$ cat src/rtl/lc4_mul_seq.sv
`default_nettype none
// ============================================================================
// Module   : lc4_mul_seq (with helper adder cla16)
// Purpose  : Iterative 16-bit shift-and-add multiplier for the LC4 MUL
//            instruction. A single cla16 adder is reused once per cycle.
//            The result is the low 16 bits of i_a * i_b. Because only the
//            low half is kept, signed and unsigned operands give the same
//            result.
// Ports    : clk        rising-edge clock
//            rst_n      asynchronous active-low reset
//            i_valid    operands valid (accepted only while o_ready)
//            o_ready    block idle and able to take operands
//            i_a, i_b   multiplicand / multiplier (16 bit)
//            o_valid    o_product valid (DONE state)
//            i_ready    consumer takes the result
//            o_product  (i_a * i_b) mod 2^16
//            o_busy     iteration loop running
// Options  : LC4_MUL_EARLY_EXIT_EN - leave the loop as soon as the
//            remaining multiplier bits are all zero.
// Revision : 1.0 - initial release
// ============================================================================

// ----------------------------------------------------------------------------
// cla16: 16-bit carry-lookahead adder built from four 4-bit lookahead
// groups. The carries into groups 1..3 come from a second lookahead level.
// No carry out is produced, because the only user keeps the sum modulo 2^16.
// ----------------------------------------------------------------------------
module cla16 (
    input  logic [15:0] i_a,
    input  logic [15:0] i_b,
    input  logic        i_cin,
    output logic [15:0] o_sum
);

    logic [14:0] w_g;    // bit generate; bit 15 cannot feed any carry we use
    logic [15:0] w_p;    // bit propagate
    logic [15:0] w_c;    // carry into each bit
    logic [2:0]  w_gg;   // group generate for groups 0..2
    logic [2:0]  w_gp;   // group propagate for groups 0..2

    assign w_g = i_a[14:0] & i_b[14:0];
    assign w_p = i_a ^ i_b;

    // Group generate/propagate feed the second lookahead level.
    for (genvar j = 0; j < 3; j++) begin : g_grp_gp
        assign w_gg[j] = w_g[4*j+3]
                       | (w_p[4*j+3] & w_g[4*j+2])
                       | (w_p[4*j+3] & w_p[4*j+2] & w_g[4*j+1])
                       | (w_p[4*j+3] & w_p[4*j+2] & w_p[4*j+1] & w_g[4*j]);
        assign w_gp[j] = &w_p[4*j+3:4*j];
    end

    // Second level: carries into each group, computed in parallel.
    assign w_c[0]  = i_cin;
    assign w_c[4]  = w_gg[0] | (w_gp[0] & i_cin);
    assign w_c[8]  = w_gg[1] | (w_gp[1] & w_gg[0]) | (w_gp[1] & w_gp[0] & i_cin);
    assign w_c[12] = w_gg[2] | (w_gp[2] & w_gg[1]) | (w_gp[2] & w_gp[1] & w_gg[0])
                   | (w_gp[2] & w_gp[1] & w_gp[0] & i_cin);

    // First level: carries inside each group from the group carry-in.
    for (genvar j = 0; j < 4; j++) begin : g_grp_carry
        assign w_c[4*j+1] = w_g[4*j] | (w_p[4*j] & w_c[4*j]);
        assign w_c[4*j+2] = w_g[4*j+1]
                          | (w_p[4*j+1] & w_g[4*j])
                          | (w_p[4*j+1] & w_p[4*j] & w_c[4*j]);
        assign w_c[4*j+3] = w_g[4*j+2]
                          | (w_p[4*j+2] & w_g[4*j+1])
                          | (w_p[4*j+2] & w_p[4*j+1] & w_g[4*j])
                          | (w_p[4*j+2] & w_p[4*j+1] & w_p[4*j] & w_c[4*j]);
    end

    assign o_sum = w_p ^ w_c;

endmodule

// ----------------------------------------------------------------------------
// lc4_mul_seq: control FSM and shift registers around one cla16.
// ----------------------------------------------------------------------------
module lc4_mul_seq #(
    parameter int ITERS = 16    // must equal the operand width
) (
    input  logic        clk,
    input  logic        rst_n,
    input  logic        i_valid,
    output logic        o_ready,
    input  logic [15:0] i_a,
    input  logic [15:0] i_b,
    output logic        o_valid,
    input  logic        i_ready,
    output logic [15:0] o_product,
    output logic        o_busy
);

    typedef enum logic [1:0] {
        S_IDLE = 2'd0,
        S_RUN  = 2'd1,
        S_DONE = 2'd2
    } state_t;

    localparam logic [4:0] c_last_cnt = 5'(ITERS - 1);

    state_t      r_state;
    state_t      w_state_next;

    logic [15:0] r_acc;
    logic [15:0] r_mcand;
    logic [15:0] r_mplier;
    logic [4:0]  r_cnt;

    logic [15:0] w_sum;
    logic [15:0] w_mplier_shr;
    logic        w_accept;
    logic        w_last;
    logic        w_finish;

    // The single shared adder: acc + shifted multiplicand.
    cla16 u_cla16 (
        .i_a   (r_acc),
        .i_b   (r_mcand),
        .i_cin (1'b0),
        .o_sum (w_sum)
    );

    assign w_mplier_shr = r_mplier >> 1;
    assign w_accept     = i_valid && (r_state == S_IDLE);
    assign w_last       = (r_cnt == c_last_cnt);

`ifdef LC4_MUL_EARLY_EXIT_EN
    // Once no multiplier bits remain above the current one, later
    // iterations could only add zero, so the loop can stop here.
    assign w_finish = w_last || (w_mplier_shr == 16'd0);
`else
    assign w_finish = w_last;
`endif

    // ------------------------------------------------------------------
    // State register
    // ------------------------------------------------------------------
    always_ff @(posedge clk or negedge rst_n) begin
        if (!rst_n) begin
            r_state <= S_IDLE;
        end else begin
            r_state <= w_state_next;
        end
    end

    // ------------------------------------------------------------------
    // Next state and handshake outputs
    // ------------------------------------------------------------------
    always_comb begin
        w_state_next = r_state;
        o_ready      = 1'b0;
        o_valid      = 1'b0;
        o_busy       = 1'b0;
        case (r_state)
            S_IDLE: begin
                o_ready = 1'b1;
                if (i_valid) begin
                    w_state_next = S_RUN;
                end
            end
            S_RUN: begin
                o_busy = 1'b1;
                if (w_finish) begin
                    w_state_next = S_DONE;
                end
            end
            S_DONE: begin
                o_valid = 1'b1;
                // Always return through IDLE: no accept on the result edge.
                if (i_ready) begin
                    w_state_next = S_IDLE;
                end
            end
            default: begin
                w_state_next = S_IDLE;
            end
        endcase
    end

    // ------------------------------------------------------------------
    // Datapath registers. Operands are captured only on the accept edge.
    // In DONE and IDLE everything holds, so o_product stays stable while
    // the result waits for the consumer.
    // ------------------------------------------------------------------
    always_ff @(posedge clk or negedge rst_n) begin
        if (!rst_n) begin
            r_acc    <= 16'd0;
            r_mcand  <= 16'd0;
            r_mplier <= 16'd0;
            r_cnt    <= 5'd0;
        end else if (w_accept) begin
            r_acc    <= 16'd0;
            r_mcand  <= i_a;
            r_mplier <= i_b;
            r_cnt    <= 5'd0;
        end else if (r_state == S_RUN) begin
            if (r_mplier[0]) begin
                r_acc <= w_sum;
            end
            r_mcand  <= r_mcand << 1;
            r_mplier <= w_mplier_shr;
            r_cnt    <= r_cnt + 5'd1;
        end
    end

    assign o_product = r_acc;

endmodule
`default_nettype wire
$ cat config.mk
export PLATFORM = sky130hd
export DESIGN_NAME = lc4_mul_seq
export DESIGN_NICKNAME = d
export VERILOG_FILES = /design/src/rtl/lc4_mul_seq.sv
export SDC_FILE = /design/constraint.sdc
export NUM_CORES = 1
export LEC_CHECK = 0
export ABC_CLOCK_PERIOD_IN_PS = 6680
export CAP_MARGIN = 20
export CORE_ASPECT_RATIO = 1.25
export CORE_MARGIN = 2
export CORE_UTILIZATION = 56
export CTS_BUF_LIST = sky130_fd_sc_hd__clkbuf_8 sky130_fd_sc_hd__clkbuf_16
export DETAILED_ROUTE_END_ITERATION = 16
export PLACE_DENSITY = 0.85
export SLEW_MARGIN = 20
export SYNTH_ARGS = -nofsm -noshare
export SYNTH_HDL_FRONTEND = slang
export SYNTH_HIERARCHICAL = 1
export SYNTH_SLANG_ARGS = --single-unit
$ cat constraint.sdc
create_clock -name clk -period 6.68 [get_ports clk]
set_input_delay 1.002 -clock clk [delete_from_list [all_inputs] [get_ports clk]]
set_output_delay 1.002 -clock clk [all_outputs]
set_load 0.02 [all_outputs]
Yosys cells after proc, flatten, opt, wreduce, memory -nomap -nowiden
Cells that the tools add are included.

operators by class
  add/subtract/negate cells = 1
  equality and inequality tests = 6
  multiplexer cells = 16
  bitwise gates (word level) = 86
  reductions and logical operators = 8

operator list
  kind                                                                    number
  16-bit two-way mux                                                      7
  1-bit AND                                                               50
  1-bit bitwise OR                                                        33
  16-bit XOR                                                              2
  15-bit AND                                                              1
  5-bit two-way mux                                                       2
  4-bit AND reduction                                                     2
  2-bit two-way mux                                                       3
  2-bit != test (second input constant)                                   3
  2-bit one-hot mux with 3 select lines                                   1
  5-bit by 1-bit adder with 5-bit output (second input constant)          1
  5-bit by 4-bit equality test with 1-bit output (second input constant)  1
  2-bit nonzero test                                                      2
  1-bit two-way mux                                                       3
  3-bit AND reduction                                                     1
  2-bit by 1-bit equality test with 1-bit output (second input constant)  1
  2-bit equality test (second input constant)                             1
  2-bit zero test                                                         1
  2-bit AND reduction                                                     1
  1-bit logical AND                                                       1

storage, ports and cells
  register bits after elaboration = 55
  input bits = 36
  output and inout port bits = 19
  word-level logic and storage cells = 122

Logic depth before layout (Yosys ltp)
Gate-level depths: netlist of run 1.

  word-level depth = 14
  gate-level depth with buffers = 10
  depth with buffers taken out = 10

Modules after synthesis
The synthesis of run 1 kept the hierarchy.

by module, submodules not included
  module       times used  cells an instance  area an instance (um2)  sequential area each (um2)
  lc4_mul_seq  1           212                2303.5                  1376.3
  cla16        1           77                 685.7                   0.0

Worst setup path after synthesis of run 1
Ideal clock, no wire load.

  kind = register -> register
  from = register r_acc[2], in the netlist o_product[2]
  to = register r_acc[13], in the netlist o_product[13]
  setup time = 0.121 ns
  data arrival time = 2.589 ns
  data required time = 6.559 ns
  setup slack = 3.970 ns
  cell stages (with the launch flop) = 11
  buffers on the path = 0
  clock period less this slack = 2.710 ns
  cell sequence = dfrtp_1 ha_1 a21oi_1 nor2b_1 o21a_1 o41ai_2 o21bai_1 a21o_1 fa_1 xor2_1 a22o_1

between the ends
  longest elaborated chain between the ends = 13
  elaborated cells on any way between the ends = 18
  classes of those cells = mux: 3; bitwise: 15

RTL lines
  what                                                  RTL line    RTL
  start: declaration                                    105         logic [15:0] r_acc;
  start signal: assignment                              199         r_acc <= w_sum;
  15-bit AND / 16-bit XOR (equally long branches)       41, 42
  1-bit AND, on equally long branches                   47, 48, 49
  1-bit bitwise OR (tied with other cells)              47          | (w_p[4*j+3] & w_g[4*j+2])
  1-bit bitwise OR / 1-bit AND (equally long branches)  48, 49
  1-bit bitwise OR *                                    49          | (w_p[4*j+3] & w_p[4*j+2] & w_p[4*j+1] & w_g[4*j]);
  1-bit AND *                                           57          assign w_c[12] = w_gg[2] | (w_gp[2] & w_gg[1]) | (w_gp[2] & w_gp[1] & w_gg[0])
  1-bit bitwise OR *                                    57
  1-bit AND *                                           62          assign w_c[4*j+1] = w_g[4*j] | (w_p[4*j] & w_c[4*j]);
  1-bit bitwise OR *                                    62
  16-bit XOR *                                          72          assign o_sum = w_p ^ w_c;
  named net w_sum[13]                                   110         logic [15:0] w_sum;
  16-bit two-way mux *                                  198         if (r_mplier[0]) begin
  16-bit two-way mux *                                  197         end else if (r_state == S_RUN) begin
  16-bit two-way mux *                                  192         end else if (w_accept) begin

The timed path passes the listed nets; every way through them passes the cells marked *. The select of a mux whose other input is x is not followed.
A chain may end at the register's enable or synchronous reset.

Final worst setup path of run 1
  from = register r_state[0]
  to = output o_busy

between the ends
  longest elaborated chain between the ends = 2

RTL lines
  what                                            RTL line  RTL
  start: declaration                              102       state_t r_state;
  start signal: assignment                        143       r_state <= w_state_next;
  2-bit by 1-bit equality test with 1-bit output  155       case (r_state)
  1-bit two-way mux                               155
  end: declaration                                91        output logic o_busy

No other way between the ends.

==> results of run 1 <==
-- flip-flops by register name, summed over array words and instances, names as in the netlist --
| register | count |
|---|---|
| r_state | 2 |
| r_mplier | 16 |
| r_cnt | 5 |
| r_mcand | 16 |
| o_product | 16 |
-- cell usage after synthesis, types with 2 or more instances --
master / number
o21ai_0: 6
and3_1: 2
nand2_1: 69
fa_1: 4
a22o_1: 17
nand3_1: 7
clkbuf_1: 3
nand2b_1: 3
inv_1: 10
nor2b_1: 4
a21o_1: 3
nor2_1: 4
buf_2: 5
xor2_1: 4
a21oi_1: 4
xnor2_1: 9
ha_1: 17
a22oi_1: 30
buf_6: 6
o21bai_1: 3
dfrtp_1: 55
-- final cells by class --
class	count	share of cell area
clock buffers	6	0.0227
clock inverters	2	0.00963
inverters	11	0.0113
multi-input cells	209	0.405
flip-flops and latches	55	0.378
well taps	62	0.0213
repair buffers	56	0.151
-- layer usage --
metal  part of all wire  wire length (um)
met3              0.036               223
met5                  0                 0
met4              0.026               161
met1               0.43              2640
met2               0.51              3110
-- worst max-delay path by stage --
stage	slack, ns	end	depth (start not counted)	start
2_1_floorplan	3.97	o_product[13]	10	o_product[2]
3_3_place_gp	3.79	o_busy	3	r_state[1]
5_1_grt	3.19	o_busy	3	r_state[0]
4_1_cts	3.36	o_busy	3	r_state[0]
3_5_place_dp	3.70	o_busy	3	r_state[0]
6_report	3.35	o_busy	3	r_state[0]
-- power breakdown --
| group | total, mW | leakage [nW] | internal, mW | switching, mW |
|---|---|---|---|---|
| Sequential | 0.583 | 0.709 | 0.467 | 0.117 |
| Clock | 0.233 | 0.0612 | 0.122 | 0.111 |
| Combinational | 0.793 | 0.991 | 0.375 | 0.419 |
| Total | 1.61 | 1.76 | 0.963 | 0.646 |
-- worst max-delay path: cells and delay by family (launching register included) --
kind	cells	cell delay, ns
buffers and inverters	2	1.20
and+or+nand+nor	1	0.26
DFF	1	0.56
-- cell families (layout without fill, tap and decap cells) --
logic type	count (synthesis)	after routing	synth area share
fa+ha+maj	21	21	0.0979
mux	1	1	0.00335
flops	55	55	0.460
compound gates	74	74	0.196
buf+inv	26	75	0.0511
simple gates	98	98	0.152
xor+xnor	13	13	0.0381
other cells	1	2	0.00125
-- through the flow --
step | hold slack (ns) | std cells | total power [mW] | area [um2]
CTS | 0.479 | 401 | 1.61 | 3640
global placement | 0.455 | 393 | 1.34 | 3510
finish | 0.476 | 401 | 1.61 | 3640
global route | 0.512 | 401 | 1.73 | 3640
detailed placement | 0.463 | 393 | 1.38 | 3520
floorplan | 0.438 | 290 | 1.17 | 2990
==> key figures, run 1 <==
CTS
  • Post-CTS sizing: 0
  • Hold Buf Count CTS: 0
  • CTS tree: done
  • Clock Pin Slew Worst Setup and Hold Paths: ~0.1 ns
  • Clock Sink Count: 55
  • CTS buffer count: 5
  • Worst-Skew Late Latency: about 0.31 ns
  • Htree depth: 2
  • Clk root buf: clkbuf_8
  • Post-CTS Setup Bufs: 0
  • Max clock buf depth: 2

Floorplan
  • I/O Pins: between 50 and 60
  • Die Y: between 80 and 90 um
  • Die ar.: 5940 um2
  • Rows: 29
  • Core Area: 5120 um2
  • Initial Utilization: 0.584
  • Die width: between 60 and 70 um

Global routing
  • Grt met2 use: 0.378
  • GRT met3 Usage: 0.0259
  • Grt total ovfl: 0
  • Grt met1 use: 0.279
  • Initial antenna violation count: 0
  • Vias in the first global route: 2314
  • First-pass GRT wire length: between 10 and 15 mm
  • Gr usage total: 0.219
  • GR peak layer: met2
  • Pin count of the biggest net entering global routing: 56

Critical path
  • Reg2Reg Depth: 9
  • CP Max Fanout: 34
  • Reg-to-reg setup timing slack: roughly 4 ns
  • CP Data Required Time: 5.68 ns
  • Setup CP Type: reg -> out
  • CP cell instances: nand2b_1 -> inv_2 -> clkdlybuf4s50_1
  • Worst R2R End: o_product[13]
  • Critical Path Max Stage Delay: 0.71 ns
  • Arrival time worst endpoint: approximately 2.3 ns
  • Critical Path End Type: output port
  • Reg2reg start: o_product[5]
  • CP max stage cell: clkdlybuf4s50_1
  • Critical Path Source Type: flip-flop

Yosys
  • Number of synthesized flops with an enable pin: 0
  • Synth warn: 6
  • Mapped Cells: roughly 290
  • Avg Cell Area, Syn: between 10 and 15 um2
  • Synthesized flop and latch total: 55
  • Async set-reset flop share out of synthesis: 1.00
  • Main flop type after synthesis: dfrtp_1
  • Area contributors post-synth: dfrtp_1 (46%), nand2_1 (8.7%), a22oi_1 (7.5%)
  • Post-synth cell types: 45
  • Leading area contributor after synthesis: dfrtp_1
  • Synth top area share: 0.460
  • Synthesized area: around 3000 um2
  • Sequential area share after synthesis: 0.460

Final layout
  • Commonest non-fill, non-tap cell in the layout: nand2_1
  • Fill cells: roughly 400
  • Sequential cell area: 1380 um2
  • Syn-to-layout area delta: 21.7%
  • Most frequent cells in the layout: nand2_1 (69), dfrtp_1 (55), clkdlybuf4s50_1 (53), a22oi_1 (30)
  • Post-Route Utilization: 0.711
  • # diodes: 0
  • Final nets: between 300 and 400
  • Area of the multi-input gates: approximately 1500 um2
  • Share of cells above drive strength 1: 0.0737

Status
  • Status: finished, final reports clean

Drt
  • WL per Instance: approximately 15 um
  • Via count: about 2300
  • Starting DRT DRC Count: between 100 and 150
  • Vias per Instance: about 5.8
  • Drt drc: 0
  • WL final: 6.13 mm
  • First-pass detailed-route iteration total: 5
  • Routed Antenna Nets: 0

STA
  • Relative slew slack: 0.510
  • Worst Tran Pin Value: between 0.7 and 0.8 ns
  • Final Max Slew Viols: 0
  • Setup WS post-layout: ~3.3 ns
  • Setup TNS: 0 ns
  • Hold Vio Cnt, Final: 0
  • Worst Clk Skew: 0.00639 ns
  • Period utilization: 0.499
  • Final Critical Period: between 3 and 4 ns
  • Final setup viols: 0
  • RSZ-0062 raised after global routing: no
  • Fmax achieved: 0.300 GHz

Pwr
  • Max rail drop VDD: 0.197 mV
  • Power Density: around 440 nW/um2
  • Pleak: approximately 1.8 nW

Hold path
  • Hold Path Stages: 1
  • Worst Hold Launch: r_cnt[3]
  • HP Class: reg -> reg
  • Worst Hold End: r_cnt[3]

Place
  • Input/output buffers: 54
  • Dpl ws: roughly 3.7 ns
  • DP HPWL: 4.29 mm
  • RD Place Congestion: 0.883

Flow run
  • Max cap viols: 0
Note: power is estimated with default switching activity, not from simulation.
==> run 2, diff against run 1 <==
--- a/config.mk
+++ b/config.mk
@@ -5,14 +5,14 @@
 export SDC_FILE = /design/constraint.sdc
 export NUM_CORES = 1
 export LEC_CHECK = 0
-export ABC_CLOCK_PERIOD_IN_PS = 6680
+export ABC_CLOCK_PERIOD_IN_PS = 2700
 export CAP_MARGIN = 20
 export CORE_ASPECT_RATIO = 1.25
 export CORE_MARGIN = 2
-export CORE_UTILIZATION = 56
+export CORE_UTILIZATION = 47
 export CTS_BUF_LIST = sky130_fd_sc_hd__clkbuf_8 sky130_fd_sc_hd__clkbuf_16
 export DETAILED_ROUTE_END_ITERATION = 16
-export PLACE_DENSITY = 0.85
+export PLACE_DENSITY = 0.76
 export SLEW_MARGIN = 20
 export SYNTH_ARGS = -nofsm -noshare
 export SYNTH_HDL_FRONTEND = slang
==> constraint.sdc (replaced) <==
create_clock -name clk -period 2.7 [get_ports clk]
set_input_delay 0.405 -clock clk [delete_from_list [all_inputs] [get_ports clk]]
set_output_delay 0.405 -clock clk [all_outputs]
set_load 0.02 [all_outputs]
==> run 2 against run 1 <==
  * Wire length rose by 7.0%
  * Critical path type is now reg -> reg
  * First-iteration DRC count fell by 6.8%
  * Clock-buffer cell count did not move
==> key figures, run 2 (same netlist as run 1, synthesis figures left out) <==
Critical path
  • Critical Path End Type: flip-flop (was output port)
  • Critical Path Source Type: flip-flop (unchanged)
  • CP Max Fanout: 4 (was 34)
  • Setup CP Type: reg -> reg (was reg -> out)
  • CP Data Required Time: 2.91 ns (was 5.68 ns)
  • Arrival time worst endpoint: 2.79 ns (was 2.33 ns)

Global routing
  • Grt total ovfl: 0 (unchanged)
  • Pin count of the biggest net entering global routing: 56 (unchanged)
  • Vias in the first global route: 2399 (was 2314)
  • Gr usage total: 0.198 (was 0.219)
  • First-pass GRT wire length: 10.7 mm (was 10.5 mm)
  • Initial antenna violation count: 0 (unchanged)

Drt
  • Starting DRT DRC Count: 124 (was 133)
  • First-pass detailed-route iteration total: 4 (was 5)
  • Routed Antenna Nets: 0 (unchanged)
  • WL final: 6.56 mm (was 6.13 mm)
  • Drt drc: 0 (unchanged)
  • Via count: 2359 (was 2306)
  • WL per Instance: 14.8 um (was 15.3 um)
  • Vias per Instance: 5.33 (was 5.75)

Status
  • Status: finished, final reports clean (unchanged)

STA
  • Relative slew slack: 0.506 (was 0.510)
  • Final setup viols: 0 (unchanged)
  • Hold Vio Cnt, Final: 0 (unchanged)
  • Period utilization: 0.958
  • Final Critical Period: 2.59 ns
  • RSZ-0062 raised after global routing: no (unchanged)
  • Fmax achieved: between 0.3 and 0.4 GHz
  • Final Max Slew Viols: 0 (unchanged)
  • Setup TNS: 0 ns (unchanged)
  • Worst Clk Skew: 0.00775 ns (was 0.00639 ns)
  • Worst Tran Pin Value: 0.741 ns (was 0.735 ns)
  • Setup WS post-layout: 0.113 ns (was 3.35 ns)

Final layout
  • Syn-to-layout area delta: 30.3% (was 21.7%)
  • Post-route non-filler standard cell count: 443 (was 401)
  • Fill cells: 524 (was 395)
  • Final nets: 414 (was 395)
  • Share of cells above drive strength 1: 0.151 (was 0.0737)
  • # diodes: 0 (unchanged)
  • Most frequent cells in the layout: nand2_1 (69), dfrtp_1 (55), clkdlybuf4s50_1 (53), a22oi_1 (30), buf_4 (20) (was nand2_1 (69), dfrtp_1 (55), clkdlybuf4s50_1 (53), a22oi_1 (30))
  • Final Instance Area: 3890 um2 (was 3640 um2)
  • Commonest non-fill, non-tap cell in the layout: nand2_1 (unchanged)

Pwr
  • Combinational share of power: 0.539 (was 0.493)
  • Power Density: 1080 nW/um2 (was 442 nW/um2)
  • Reg power frac: 0.345 (was 0.363)
  • Switching power: 1.69 mW (was 0.646 mW)
  • Switching Share: 0.402 (about the same)
  • Max rail drop VDD: 0.454 mV (was 0.197 mV)
  • Pleak: 1.85 nW (was 1.76 nW)
  • Clock network power share: 0.115 (was 0.145)
  • P_int: 2.51 mW (was 0.963 mW)

CTS
  • CTS tree: done (unchanged)
  • Clock Pin Slew Worst Setup and Hold Paths: 0.10 ns (about the same)
  • Worst-Skew Late Latency: 0.32 ns (was 0.31 ns)
  • Clock Sink Count: 55 (unchanged)
  • Max clock buf depth: 2 (unchanged)
  • CTS buffer count: 5 (unchanged)
  • Htree depth: 2 (unchanged)
  • Clk root buf: clkbuf_8 (unchanged)

Floorplan
  • I/O Pins: 55 (unchanged)
  • Die ar.: 7020 um2 (was 5940 um2)
  • Die Y: 93.2 um (was 85.7 um)
  • Rows: 32 (was 29)
  • Die width: 75.3 um (was 69.3 um)
  • Initial Utilization: 0.485 (was 0.584)
  • Core Area: 6170 um2 (was 5120 um2)

Hold path
  • HP Class: in -> async (was reg -> reg)

Place
  • RD Place Congestion: 0.858 (was 0.883)
  • Input/output buffers: 54 (unchanged)
  • DP HPWL: 4.63 mm (was 4.29 mm)
  • Dpl ws: 0.0316 ns (was 3.70 ns)
  • DP Cell Count: 424 (was 393)
  • Placed Area: 3640 um2 (was 3520 um2)

Flow run
  • Max cap viols: 0 (unchanged)
[run 2: area by class of cell]
class,count,area [um2],share of cell area
Inverter,11,41.3,0.0106
Timing Repair Buffer,75,706,0.181
Sequential cell,55,1380,0.353
Clock buffer,6,82.6,0.0212
Clock inverter,2,16.3,0.00418
Multi-Input combinational cell,209,1570,0.402
Tap cell,85,106,0.0273
[run 2: worst paths after layout]
| check | start | to | slack, ns | cells after the start |
|---|---|---|---|---|
| setup / recovery | r_mcand[5] | o_product[13] | 0.11 | 9 |
| hold / removal | rst_n | r_mcand[4] | 0.21 | 2 |
| setup reg to reg | r_mcand[5] | o_product[13] | 0.11 | 9 |
| hold reg to reg | r_mplier[5] | r_mplier[5] | 0.49 | 2 |
| max in group asynchronous | rst_n | o_product[12] | 2.04 | 2 |
| min in group clk | r_mplier[5] | r_mplier[5] | 0.49 | 2 |
[run 2: stage by stage]
stage | power [mW] | util | hold slack [ns]
3_5_place_dp | 3.54 | 0.590 | 0.464
2_1_floorplan | 2.92 | - | 0.109
5_1_grt | 4.54 | 0.632 | 0.267
4_1_cts | 4.02 | 0.606 | 0.233
3_3_place_gp | 3.45 | 0.590 | 0.459
6_report | 4.19 | 0.632 | 0.206
[run 2: metal layers]
metal | part of all wire | global-route usage
met1 | 0.41 | 0.234
met2 | 0.53 | 0.344
met3 | 0.044 | 0.0420
met4 | 0.021 | 0.0746
met5 | 0 | 0
[run 2: critical path, cell delays in order (launching register included)]
cell	delay [ns]
dfrtp_1	0.43
ha_4	0.27
a21o_1	0.20
a31o_4	0.25
o41ai_4	0.32
o21bai_1	0.15
a21o_1	0.19
fa_2	0.33
xor2_1	0.14
a22o_1	0.20
[run 2: power by group through the flow]
stage	clock (mW)	sequential [mW]	combinational, mW
2_1_floorplan	0	1.50	1.42
3_3_place_gp	0	1.43	2.02
3_5_place_dp	0	1.45	2.09
4_1_cts	0.500	1.43	2.09
5_1_grt	0.523	1.50	2.52
6_report	0.484	1.45	2.26
[run 2: timing repair]
item,4_1_cts,5_1_grt
resized for setup,0,9
hold buffers,0,0
buffers inserted,0,11
setup endpoints to repair,0,2
==> run 3, diff against run 2 <==
--- a/config.mk
+++ b/config.mk
@@ -11,6 +11,7 @@
 export CORE_MARGIN = 2
 export CORE_UTILIZATION = 47
 export CTS_BUF_LIST = sky130_fd_sc_hd__clkbuf_8 sky130_fd_sc_hd__clkbuf_16
+export CTS_CLUSTER_SIZE = 16
 export DETAILED_ROUTE_END_ITERATION = 16
 export PLACE_DENSITY = 0.76
 export SLEW_MARGIN = 20
==> results of run 3 <==
The final DEF is identical to that of run 2; final timing and power are the same.
